File: src/rtl/hazard_forward_ctrl.sv
// Register-hazard controller for a 5-stage pipeline: load-use stall, registered
// EX forwarding selects and a saturating stall-cycle counter.
module hazard_forward_ctrl #(
    parameter int ADDR_W = 5,
    parameter int CNT_W  = 16
) (
    input  logic              clk,
    input  logic              rst_n,
    input  logic              id_valid,
    input  logic [ADDR_W-1:0] id_rs,
    input  logic [ADDR_W-1:0] id_rt,
    input  logic              id_uses_rs,
    input  logic              id_uses_rt,
    input  logic [ADDR_W-1:0] id_rd,
    input  logic              id_regwrite,
    input  logic              id_memread,
    input  logic              flush,
    input  logic              mem_busy,
    output logic              stall,
    output logic [1:0]        fwd_a,
    output logic [1:0]        fwd_b,
    output logic [CNT_W-1:0]  stall_cnt
);

    // Only tag bits that influence a decision are held. The WB tag and the MEM
    // load flag never do: the regfile writes before it is read, and a load in
    // MEM forwards exactly like any other producer.
    logic              r_ex_v;
    logic [ADDR_W-1:0] r_ex_rd;
    logic              r_ex_rw;
    logic              r_ex_mr;
    logic              r_mem_v;
    logic [ADDR_W-1:0] r_mem_rd;
    logic              r_mem_rw;
    logic [1:0]        r_fwd_a;
    logic [1:0]        r_fwd_b;
    logic [CNT_W-1:0]  r_stall_cnt;

    logic [ADDR_W-1:0] w_src [2];
    logic [1:0]        w_use;
    logic [1:0]        w_hit_ex;
    logic [1:0]        w_hit_mem;
    logic [1:0]        w_fwd_next [2];
    logic              w_lu;

    assign w_src[0] = id_rs;
    assign w_src[1] = id_rt;
    assign w_use    = {id_uses_rt, id_uses_rs};

    generate
        for (genvar gi = 0; gi < 2; gi++) begin : g_opnd
            assign w_hit_ex[gi]  = w_use[gi] & r_ex_v & r_ex_rw &
                                   (r_ex_rd != '0) & (w_src[gi] == r_ex_rd);
            assign w_hit_mem[gi] = w_use[gi] & r_mem_v & r_mem_rw &
                                   (r_mem_rd != '0) & (w_src[gi] == r_mem_rd);
            // Younger producer (now in EX, about to be in MEM) takes priority.
            assign w_fwd_next[gi] = !id_valid     ? 2'b00 :
                                    w_hit_ex[gi]  ? 2'b01 :
                                    w_hit_mem[gi] ? 2'b10 : 2'b00;
        end
    endgenerate

    assign w_lu  = id_valid & ~flush & r_ex_mr & (|w_hit_ex);
    assign stall = mem_busy | w_lu;

    always_ff @(posedge clk or negedge rst_n) begin
        if (!rst_n) begin
            r_ex_v      <= 1'b0;
            r_ex_rd     <= '0;
            r_ex_rw     <= 1'b0;
            r_ex_mr     <= 1'b0;
            r_mem_v     <= 1'b0;
            r_mem_rd    <= '0;
            r_mem_rw    <= 1'b0;
            r_fwd_a     <= 2'b00;
            r_fwd_b     <= 2'b00;
            r_stall_cnt <= '0;
        end else if (!mem_busy) begin
            r_mem_v  <= r_ex_v;
            r_mem_rd <= r_ex_rd;
            r_mem_rw <= r_ex_rw;
            if (w_lu || flush) begin
                // Bubble into EX; remaining EX fields are don't-care once v = 0.
                r_ex_v  <= 1'b0;
                r_fwd_a <= 2'b00;
                r_fwd_b <= 2'b00;
                if (w_lu && (r_stall_cnt != '1)) begin
                    r_stall_cnt <= r_stall_cnt + CNT_W'(1);
                end
            end else begin
                r_ex_v  <= id_valid;
                r_ex_rd <= id_rd;
                r_ex_rw <= id_regwrite;
                r_ex_mr <= id_memread;
                r_fwd_a <= w_fwd_next[0];
                r_fwd_b <= w_fwd_next[1];
            end
        end
    end

    assign fwd_a     = r_fwd_a;
    assign fwd_b     = r_fwd_b;
    assign stall_cnt = r_stall_cnt;

endmodule

File: config.mk
export PLATFORM = sky130hd
export DESIGN_NAME = hazard_forward_ctrl
export DESIGN_NICKNAME = d
export VERILOG_FILES = /design/src/rtl/hazard_forward_ctrl.sv
export SDC_FILE = /design/constraint.sdc
export NUM_CORES = 1
export LEC_CHECK = 0
export CAP_MARGIN = 20
export CORE_ASPECT_RATIO = 0.8
export CORE_MARGIN = 4
export CORE_UTILIZATION = 45
export DETAILED_ROUTE_END_ITERATION = 6
export DONT_BUFFER_PORTS = 1
export GPL_ROUTABILITY_DRIVEN = 0
export PLACE_DENSITY_LB_ADDON = 0.05
export REMOVE_ABC_BUFFERS = 1
export SETUP_SLACK_MARGIN = 0.3
export SYNTH_ARGS = -nofsm -noshare
export SYNTH_HDL_FRONTEND = slang
export SYNTH_SLANG_ARGS = --single-unit
export TNS_END_PERCENT = 10
File: constraint.sdc
create_clock -name clk -period 3.39 [get_ports clk]
set_input_delay 0.678 -clock clk [delete_from_list [all_inputs] [get_ports clk]]
set_output_delay 0.678 -clock clk [all_outputs]
set_load 0.005 [all_outputs]
==> results of run 1 <==
[layout make-up]
class	count	area (sq um)	area share, %
inverters	3	11.3	0.548
clock buffers	7	96.3	4.69
clock inverters	1	7.51	0.365
flip-flops and latches	35	876	42.6
repair buffers	1	7.51	0.365
well taps	55	68.8	3.35
multi-input cells	132	988	48.1
[metrics by stage]
step	utilization, %	cell area, sq um	cells	power, W	hold slack [ns]
after floorplan	-	1880	170	0.000576	0.382
after global placement	49.7	1950	226	0.000599	0.383
after detailed placement	49.7	1950	226	0.000607	0.383
after CTS	52.3	2060	234	0.000937	0.0754
after global routing	52.3	2060	234	0.000975	0.0619
final	52.3	2060	234	0.000927	0.0888
[layer usage]
metal  GRT usage [%]  vias up
met4            4.22        0
met1            24.4      658
met2            23.6       45
li1                -      639
met3            5.72        2
met5               0        -
[cell usage after synthesis (2+ instances only)]
cell type	number	area, sq um
sky130_fd_sc_hd__or3_1	3	18.8
sky130_fd_sc_hd__and3_1	3	18.8
sky130_fd_sc_hd__mux2_2	15	169
sky130_fd_sc_hd__nand3_1	9	45.0
sky130_fd_sc_hd__nand2_1	13	48.8
sky130_fd_sc_hd__xor2_1	10	87.6
sky130_fd_sc_hd__o211ai_1	2	15.0
sky130_fd_sc_hd__and4_2	2	20.0
sky130_fd_sc_hd__nor3_1	4	20.0
sky130_fd_sc_hd__nor4_1	3	18.8
sky130_fd_sc_hd__nand4_1	14	87.6
sky130_fd_sc_hd__inv_1	3	11.3
sky130_fd_sc_hd__nor2_1	8	30.0
sky130_fd_sc_hd__dfrtp_1	35	876
sky130_fd_sc_hd__o21ai_0	5	25.0
sky130_fd_sc_hd__xnor2_1	25	219
sky130_fd_sc_hd__buf_1	2	7.51
[state kept, by name, summed over array words and instances (netlist names)]
signal / count
r_mem_rw: 1
r_mem_rd: 5
r_ex_rd: 5
r_ex_mr: 1
r_ex_v: 1
fwd_b: 2
stall_cnt: 16
fwd_a: 2
r_mem_v: 1
r_ex_rw: 1
[layout by cell type, fill, tap and decap left out, drive strengths merged]
cell      count
a211oi        1
a31o          1
a31oi         1
and3          3
and4          3
and4b         1
buf           1
clkbuf        7
clkinvlp      1
dfrtp        35
ha            1
inv           3
mux2         15
nand2        13
nand2b        1
nand3         9
nand4        14
nand4b        1
nor2          8
nor3          4
nor3b         1
nor4          3
nor4b         1
o211ai        3
o21ai         6
o22a          1
o22ai         1
o31ai         1
or3           3
or4           1
xnor2        25
xor2         10
[worst min-delay path by stage]
stage,to,slack [ns],depth (start not counted),from
2_1_floorplan,fwd_a[0],0.38,0,rst_n
3_3_place_gp,r_mem_rd[2],0.38,0,rst_n
3_5_place_dp,r_mem_rd[2],0.38,0,rst_n
4_1_cts,r_mem_rd[3],0.08,0,rst_n
5_1_grt,r_ex_mr,0.06,0,rst_n
6_report,r_ex_mr,0.09,0,rst_n
[cells by family (layout without fill, tap and decap cells)]
kind of cell | after synthesis | after routing | synth area share [%]
buffers and inverters | 8 | 12 | 2.17
multiplexers | 15 | 15 | 8.86
AND/OR/NAND/NOR | 66 | 66 | 19.4
XOR/XNOR | 35 | 35 | 16.1
flip-flops | 35 | 35 | 46.0
AO/OA/AOI/OAI | 15 | 15 | 6.83
adder cells (fa/ha/maj) | 1 | 1 | 0.656
[power groups by stage]
stage / sequential, W / combinational (W) / clock, W
6_report: 0.000492 / 0.000106 / 0.000329
4_1_cts: 0.000492 / 0.000107 / 0.000338
3_5_place_dp: 0.000500 / 0.000107 / 0
2_1_floorplan: 0.000485 / 0.0000907 / 0
5_1_grt: 0.000497 / 0.000118 / 0.000360
3_3_place_gp: 0.000496 / 0.000103 / 0
==> qor.yml, run 1 <==
setup_path:
  worst-endpoint-required_ns: 2.71
  crit_cells: 3
  reg2reg_to: "stall_cnt[1]"
  criticalPathCategory: "reg2out"
  setup.worst_path.start: "r_ex_rd[2]"
  cpLargestDelayFamily: "simple AND/OR/NAND/NOR gates"
  worstPathMaxFanout: 5
  timing.critical_path.arrival_ns: 1.75
  r2r_start: "stall_cnt[0]"
  cp-start-kind: "register"
  cp-endpoint: "stall"
  buf_inv_stages_crit_path: 0
  crit_path_max_cell_delay_ns: 0.57
  reg2reg_depth: 6
  end_kind: "primary output"
  path_cells: "or4_4 -> o211ai_4 -> o21ai_0"
  timing.reg2reg.setup_slack_ns: 1.20
  critPathSlowestCell: "sky130_fd_sc_hd__or4_4"
synthesis:
  synth.yosys.seq_area_share_pct: 46.0
  synth_seq_cells: 35
  postSynth.topFlopCell: "sky130_fd_sc_hd__dfrtp_1"
  syn_area_per_cell_sq_um: 10.9
  synth_instances: 175
  yosys_warnings: 0
  synth_edf_count: 0
  synth.lib_cells_used.distinct: 36
  async_reset_ff_share_pct: 100
  synthesis.area_sq_um: 1910
clocking:
  worst_skew_pair.late_latency_ns: 0.28
  htreeDepth: 2
  root_cell_of_the_clock_tree: "sky130_fd_sc_hd__clkbuf_8"
  number_of_clock_sinks: 35
  post-cts-setup-buffers: 0
  cts-root-to-sink-buffers: 2
  tritoncts: "done"
  cts_resized: 0
  worst_setup_hold_path_clk_slew_ns: 0.07
  post_cts_hold_buffer_count: 0
  cts-buffers-inserted: 5
routing:
  drt_wl_total_um: 4140
  avgRoutedWirePerCell_um: 17.7
  post-route-drc-count: 0
  num_vias: 1344
  post_drt_via_cell_ratio: 5.74
  wire_length_on_met1_um: 1990
  wl_met2_um: 1810
  drt_pass1_iterations: 4
  met3_wirelength_um: 338
  drt_iter0_markers: 69
  residual_antenna_violating_net_count_after_detailed_routing: 0
  topRoutingLayerUsed: "met4"
placement:
  detailedPlace.worstSlack_ns: 1.09
  dpl.hpwl_um: 3170
  io_buffers: 0
sta:
  final_max_slew_viol_count: 0
  min_period_ns: 2.43
  fin_skew_ns: 0.00709
  relSlewSlack_pct: 71.8
  final.period_utilization_pct: 71.7
  max_slew.worst_pin.slew_ns: 0.423
  grt_setup_unrepaired: "false"
  worst_setup_margin_ns: 0.958
  final_setup_violating_endpoints: 0
  finalHoldViolCount: 0
  fin_tns_setup_ns: 0
  timing.fmax_mhz: 411
floorplan:
  y_dimension_of_the_die_um: 66.2
  initial_core_utilization_pct: 48.5
  core_area_sq_um: 3930
  placement_rows: 20
  floorplan.io_pins: 45
  fp.dieArea_sq_um: 5350
  die-width_um: 80.8
grt:
  grt.overflow.total: 0
  grt_start_max_net_pins: 36
  grt_pass1_vias: 1343
  antenna_violations_before_repair: 0
  grtUsageTotal_pct: 16.8
  grt_first_pass_wirelength_um: 6800
power_and_ir_drop:
  power.switching_w: 0.000233
  worst_ir_drop_vdd_uv: 338
  clock_power_share_pct: 35.5
  sw_frac_of_total_pct: 25.1
  cell_internal_pwr_w: 0.000695
  sequential_share_of_power_pct: 53.1
  pwr_density_cell_nw_per_um2: 451
  static_leakage_power_nw: 0.804
  power.share.combinational_pct: 11.4
status:
  status: "finished, final reports clean"
layout:
  area_delta_synth_final_pct: 7.88
  diodes: 0
  post_route_cells_drive_above_1_share_pct: 17.9
  final_net_count: 203
  final.fill_count: 359
flow_run:
  cap_violations: 0
worst_hold_path:
  worst_hold_check_path_type: "in2async"
No activity file was read; power rests on OpenSTA's default activity.
==> inputs of run 2 (changes only) <==
clock period = 2 ns   (was 3.39 ns; I/O delays follow)
==> qor.yml, run 2 (synthesis results as in run 1) <==
worst_hold_path:
  worstHoldStart: "mem_busy"
  worst_hold_check_path_type: "in2reg"  # was in2async
  hold_depth: 1
  hold_end: "r_ex_v"
sta:
  relSlewSlack_pct: 73.9  # was 71.8%
  final_setup_violating_endpoints: 1  # was 0
  finalHoldViolCount: 0  # unchanged
  final.period_utilization_pct: 101
  max_slew.worst_pin.slew_ns: 0.392  # was 0.423 ns
  worst_setup_margin_ns: -0.0262  # was 0.958 ns
  final_max_slew_viol_count: 0  # unchanged
  fin_skew_ns: 0.00437  # was 0.00709 ns
  min_period_ns: 2.03
  grt_setup_unrepaired: "true"  # was false
  timing.fmax_mhz: 494
clocking:
  worst_setup_hold_path_clk_slew_ns: 0.07  # about the same
  cts-buffers-inserted: 5  # unchanged
  number_of_clock_sinks: 35  # unchanged
  cts-root-to-sink-buffers: 2  # unchanged
  tritoncts: "done"  # unchanged
  worst_skew_pair.late_latency_ns: 0.28  # about the same
  htreeDepth: 2  # unchanged
  root_cell_of_the_clock_tree: "sky130_fd_sc_hd__clkbuf_8"  # unchanged
setup_path:
  worstPathMaxFanout: 3  # was 5
  reg2reg_depth: 6  # unchanged
  end_kind: "primary output"  # unchanged
  timing.critical_path.arrival_ns: 1.63  # was 1.75 ns
  criticalPathCategory: "reg2out"  # unchanged
  timing.reg2reg.setup_slack_ns: 0.02  # was 1.20 ns
  r2r_start: "r_ex_rd[1]"  # was stall_cnt[0]
  worst-endpoint-required_ns: 1.60  # was 2.71 ns
  reg2reg_to: "r_ex_rd[2]"  # was stall_cnt[1]
  cp-start-kind: "register"  # unchanged
routing:
  drt_wl_total_um: 4550  # was 4140 um
  post-route-drc-count: 0  # unchanged
  avgRoutedWirePerCell_um: 17.9  # was 17.7 um
  drt_pass1_iterations: 4  # unchanged
  post_drt_via_cell_ratio: 5.66  # was 5.74
  drt_iter0_markers: 79  # was 69
  num_vias: 1438  # was 1344
  residual_antenna_violating_net_count_after_detailed_routing: 0  # unchanged
status:
  violations: "setup timing"
  status: "complete, but fails checks"  # was finished, final reports clean
grt:
  grt.overflow.total: 0  # unchanged
  grt_first_pass_wirelength_um: 7580  # was 6800 um
  grtUsageTotal_pct: 18.7  # was 16.8%
  antenna_violations_before_repair: 0  # unchanged
  grt_pass1_vias: 1469  # was 1343
  grt_start_max_net_pins: 36  # unchanged
floorplan:
  y_dimension_of_the_die_um: 66.2  # unchanged
  placement_rows: 20  # unchanged
  fp.dieArea_sq_um: 5350  # unchanged
  core_area_sq_um: 3930  # unchanged
  die-width_um: 80.8  # unchanged
  floorplan.io_pins: 45  # unchanged
  initial_core_utilization_pct: 48.5  # unchanged
layout:
  largest_register_ffs: 16  # unchanged
  layout_commonest_cell: "sky130_fd_sc_hd__dfrtp_1"  # unchanged
  most-common-layout-cells: "sky130_fd_sc_hd__dfrtp_1, sky130_fd_sc_hd__xnor2_1, sky130_fd_sc_hd__buf_4, sky130_fd_sc_hd__nand4_1, sky130_fd_sc_hd__nand2_1"  # was sky130_fd_sc_hd__dfrtp_1, sky130_fd_sc_hd__xnor2_1, sky130_fd_sc_hd__mux2_2, sky130_fd_sc_hd__nand4_1, sky130_fd_sc_hd__nand2_1
  area_delta_synth_final_pct: 24.9  # was 7.88%
  diodes: 0  # unchanged
  final.fill_count: 346  # was 359
  post_route_cells_drive_above_1_share_pct: 31.7  # was 17.9%
  final_net_count: 223  # was 203
power_and_ir_drop:
  worst_ir_drop_vdd_uv: 372  # was 338 uV
  static_leakage_power_nw: 0.981  # was 0.804 nW
  pwr_density_cell_nw_per_um2: 784  # was 451 nW/um^2
  fin_total_pwr_w: 0.00187  # was 0.000927 W
placement:
  dpl.hpwl_um: 3260  # was 3170 um
  detailedPlace.worstSlack_ns: 0.00974  # was 1.09 ns
  io_buffers: 0  # unchanged
flow_run:
  cap_violations: 0  # unchanged
==> run 2: timing repair <==
action                                  CTS  global route
endpoints found under the setup margin   27            29
hold buffers                              2             0
buffers inserted                         11             0
resized for setup                        24             7
pin swaps                                 7             7
endpoints found under the hold margin    35             0
==> run 2: power breakdown <==
part | internal (W) | switching (W) | leakage (nW) | total, W
sequential | 0.000758 | 0.0000656 | 0.456 | 0.000824
combinational | 0.000176 | 0.000122 | 0.460 | 0.000298
clock | 0.000498 | 0.000246 | 0.0654 | 0.000745
total | 0.00143 | 0.000434 | 0.981 | 0.00187
==> run 2: area by class of cell <==
class / count / area (sq um) / share of cell area (%)
Clock buffer: 6 / 72.6 / 3.05
Clock inverter: 2 / 60.1 / 2.52
Inverter: 3 / 11.3 / 0.473
Multi-Input combinational cell: 132 / 1090 / 45.9
Sequential cell: 35 / 878 / 36.9
Tap cell: 55 / 68.8 / 2.89
Timing Repair Buffer: 21 / 196 / 8.25
==> run 2: worst max path at each step <==
stage,start,slack (ns),cells after the start,to
floorplan,stall_cnt[0],0.005,6,stall_cnt[1]
global placement,r_ex_rd[3],0.07,5,r_ex_rd[4]
detailed placement,r_ex_rd[3],0.01,5,r_ex_rd[2]
CTS,r_ex_rd[1],-0.03,4,stall
global route,r_ex_rd[1],-0.13,5,stall
finish,r_ex_rd[1],-0.03,4,stall
==> run 2: per-stage QoR <==
stage | instance area (sq um) | TNS (ns) | hold WS (ns) | utilization, % | cells
2_1_floorplan | 1880 | 0 | 0.104 | - | 170
3_3_place_gp | 2000 | 0 | 0.105 | 51.0 | 233
3_5_place_dp | 2000 | 0 | 0.105 | 51.0 | 233
4_1_cts | 2360 | -0.0296 | 0.221 | 60.1 | 254
5_1_grt | 2380 | -0.322 | 0.207 | 60.6 | 254
6_report | 2380 | -0.0262 | 0.223 | 60.6 | 254
==> run 2: critical path: stages (launching register included) <==
cell                       delay, ns
sky130_fd_sc_hd__dfrtp_1        0.40
sky130_fd_sc_hd__or4_4          0.56
sky130_fd_sc_hd__o211ai_4       0.20
sky130_fd_sc_hd__buf_6          0.13
sky130_fd_sc_hd__o21ai_4        0.05
==> run 2: metal layers <==
layer	global-route usage, %	wire length [um]	vias to the layer above
li1	-	-	686
met1	26.4	2120	695
met2	27.3	1980	52
met3	6.81	413	5
met4	4.43	31	0
met5	0	0	-
==> inputs of run 3 (changes only) <==
CAP_MARGIN = not set   (was 20)
CORE_MARGIN = not set   (was 4)
==> qor.yml, run 3 (synthesis results as in run 1) <==
sta:
  fin_skew_ns: 0.00324  # was 0.00437 ns
  final.period_utilization_pct: 102  # was 101%
  grt_setup_unrepaired: "true"  # unchanged
  finalHoldViolCount: 0  # unchanged
  final_max_slew_viol_count: 0  # unchanged
  relSlewSlack_pct: 76.0  # was 73.9%
  max_slew.worst_pin.slew_ns: 0.360  # was 0.392 ns
  final_setup_violating_endpoints: 1  # unchanged
  min_period_ns: 2.03  # about the same
  timing.fmax_mhz: 492  # was 494 MHz
  worst_setup_margin_ns: -0.0344  # was -0.0262 ns
layout:
  final.fill_count: 353  # was 346
  layout_commonest_cell: "sky130_fd_sc_hd__dfrtp_1"  # unchanged
  final_net_count: 219  # was 223
  most-common-layout-cells: "sky130_fd_sc_hd__dfrtp_1, sky130_fd_sc_hd__xnor2_1, sky130_fd_sc_hd__mux2_2, sky130_fd_sc_hd__nand4_1"  # was sky130_fd_sc_hd__dfrtp_1, sky130_fd_sc_hd__xnor2_1, sky130_fd_sc_hd__buf_4, sky130_fd_sc_hd__nand4_1, sky130_fd_sc_hd__nand2_1
  area_delta_synth_final_pct: 18.3  # was 24.9%
  final_core_utilization_pct: 57.4  # was 60.6%
  post_route_cells_drive_above_1_share_pct: 30.3  # was 31.7%
  largest_register_ffs: 16  # unchanged
  diodes: 0  # unchanged
worst_hold_path:
  worst_hold_check_path_type: "in2reg"  # unchanged
  hold_end: "r_ex_v"  # unchanged
  hold_depth: 1  # unchanged
  worstHoldStart: "mem_busy"  # unchanged
floorplan:
  placement_rows: 20  # unchanged
  initial_core_utilization_pct: 48.5  # unchanged
  fp.dieArea_sq_um: 4500  # was 5350 sq um
  die-width_um: 74.8  # was 80.8 um
  y_dimension_of_the_die_um: 60.2  # was 66.2 um
  floorplan.io_pins: 45  # unchanged
  core_area_sq_um: 3930  # unchanged
clocking:
  number_of_clock_sinks: 35  # unchanged
  tritoncts: "done"  # unchanged
  cts-root-to-sink-buffers: 2  # unchanged
  worst_skew_pair.late_latency_ns: 0.28  # about the same
  worst_setup_hold_path_clk_slew_ns: 0.07  # about the same
  cts-buffers-inserted: 5  # unchanged
  htreeDepth: 2  # unchanged
  root_cell_of_the_clock_tree: "sky130_fd_sc_hd__clkbuf_8"  # unchanged
setup_path:
  reg2reg_to: "stall_cnt[14]"  # was r_ex_rd[2]
  timing.critical_path.arrival_ns: 1.63  # about the same
  reg2reg_depth: 7  # was 6
  setup.worst_path.start: "r_ex_rd[1]"  # unchanged
  criticalPathCategory: "reg2out"  # unchanged
  worst-endpoint-required_ns: 1.60  # about the same
  cp-start-kind: "register"  # unchanged
  r2r_start: "r_ex_rd[1]"  # unchanged
  timing.reg2reg.setup_slack_ns: 0.01  # was 0.02 ns
  worstPathMaxFanout: 2  # was 3
  end_kind: "primary output"  # unchanged
power_and_ir_drop:
  static_leakage_power_nw: 0.907  # was 0.981 nW
  clock_power_share_pct: 34.2  # was 39.9%
  power.switching_w: 0.000419  # was 0.000434 W
  cell_internal_pwr_w: 0.00122  # was 0.00143 W
  sequential_share_of_power_pct: 50.4  # was 44.1%
  pwr_density_cell_nw_per_um2: 725  # was 784 nW/um^2
  worst_ir_drop_vdd_uv: 531  # was 372 uV
  power.share.combinational_pct: 15.4  # was 16.0%
  sw_frac_of_total_pct: 25.6  # was 23.3%
placement:
  dpl.hpwl_um: 3130  # was 3260 um
  io_buffers: 0  # unchanged
  detailedPlace.worstSlack_ns: 0.0438  # was 0.00974 ns
routing:
  drt_pass1_iterations: 4  # unchanged
  drt_iter0_markers: 86  # was 79
  drt_wl_total_um: 4310  # was 4550 um
  num_vias: 1430  # was 1438
  post-route-drc-count: 0  # unchanged
  post_drt_via_cell_ratio: 5.72  # was 5.66
  residual_antenna_violating_net_count_after_detailed_routing: 0  # unchanged
  avgRoutedWirePerCell_um: 17.3  # was 17.9 um
status:
  status: "complete, but fails checks"  # unchanged
  violations: "setup timing"  # unchanged
grt:
  grtUsageTotal_pct: 20.7  # was 18.7%
  grt.overflow.total: 0  # unchanged
  antenna_violations_before_repair: 0  # unchanged
  grt_start_max_net_pins: 36  # unchanged
  grt_pass1_vias: 1428  # was 1469
  grt_first_pass_wirelength_um: 6860  # was 7580 um
flow_run:
  cap_violations: 0  # unchanged
-- run 3: cell types whose count changed in the layout (fill, tap and decap cells not counted), sizes merged --
cell    previous run  this run
clkbuf             6         8
bufinv             2         0
buf               20        16
-- run 3: how the worst max path moves through the flow --
stage | depth (start not counted) | end | slack [ns]
after floorplan | 6 | stall_cnt[1] | 0.005
after global placement | 6 | stall_cnt[14] | 0.08
after detailed placement | 5 | r_ex_rd[1] | 0.04
after CTS | 4 | stall | -0.05
after global routing | 5 | stall | -0.07
final | 4 | stall | -0.03
-- run 3: metrics by stage --
| step | TNS [ns] | cells | hold WS [ns] | area, sq um | power (W) |
|---|---|---|---|---|---|
| 2_1_floorplan | 0 | 170 | 0.104 | 1880 | 0.000976 |
| 3_3_place_gp | 0 | 232 | 0.105 | 2000 | 0.00102 |
| 3_5_place_dp | 0 | 232 | 0.105 | 2000 | 0.00103 |
| 4_1_cts | -0.0596 | 248 | 0.220 | 2190 | 0.00163 |
| 5_1_grt | -0.412 | 250 | 0.214 | 2250 | 0.00172 |
| 6_report | -0.0344 | 250 | 0.226 | 2250 | 0.00163 |
-- run 3: area by class of cell --
class | count | area [sq um] | area share, %
Sequential cell | 35 | 881 | 39.1
Clock buffer | 8 | 100 | 4.44
Inverter | 3 | 11.3 | 0.500
Tap cell | 55 | 68.8 | 3.05
Multi-Input combinational cell | 132 | 1040 | 46.3
Timing Repair Buffer | 17 | 150 | 6.66
-- run 3: timing repair --
item                                   CTS  global route
setup buffers                            6             2
pin swaps                                9             9
gates resized for setup                 11             9
hold buffers                             2             0
setup endpoints to repair               27            28
endpoints found under the hold margin   35             0
-- run 3: worst max-delay path: stages, from the launching register on --
cell and delay (ns):
sky130_fd_sc_hd__dfrtp_2 0.41, sky130_fd_sc_hd__or4_4 0.56, sky130_fd_sc_hd__o211ai_4 0.19, sky130_fd_sc_hd__buf_6 0.12, sky130_fd_sc_hd__o21ai_2 0.07
-- run 3: routing by layer --
metal	vias up	track usage (%)	part of all wire, %	wire (um)
li1	669	-	-	-
met1	704	29.8	49	2120
met2	53	30.0	43	1880
met3	4	6.58	6.5	282
met4	0	4.85	0.88	38
met5	-	0	0	0
-- run 3: power by group through the flow --
| stage | clock (W) | sequential, W | combinational (W) |
|---|---|---|---|
| 2_1_floorplan | 0 | 0.000822 | 0.000154 |
| 3_3_place_gp | 0 | 0.000836 | 0.000187 |
| 3_5_place_dp | 0 | 0.000840 | 0.000193 |
| 4_1_cts | 0.000567 | 0.000821 | 0.000239 |
| 5_1_grt | 0.000606 | 0.000831 | 0.000278 |
| 6_report | 0.000559 | 0.000824 | 0.000252 |
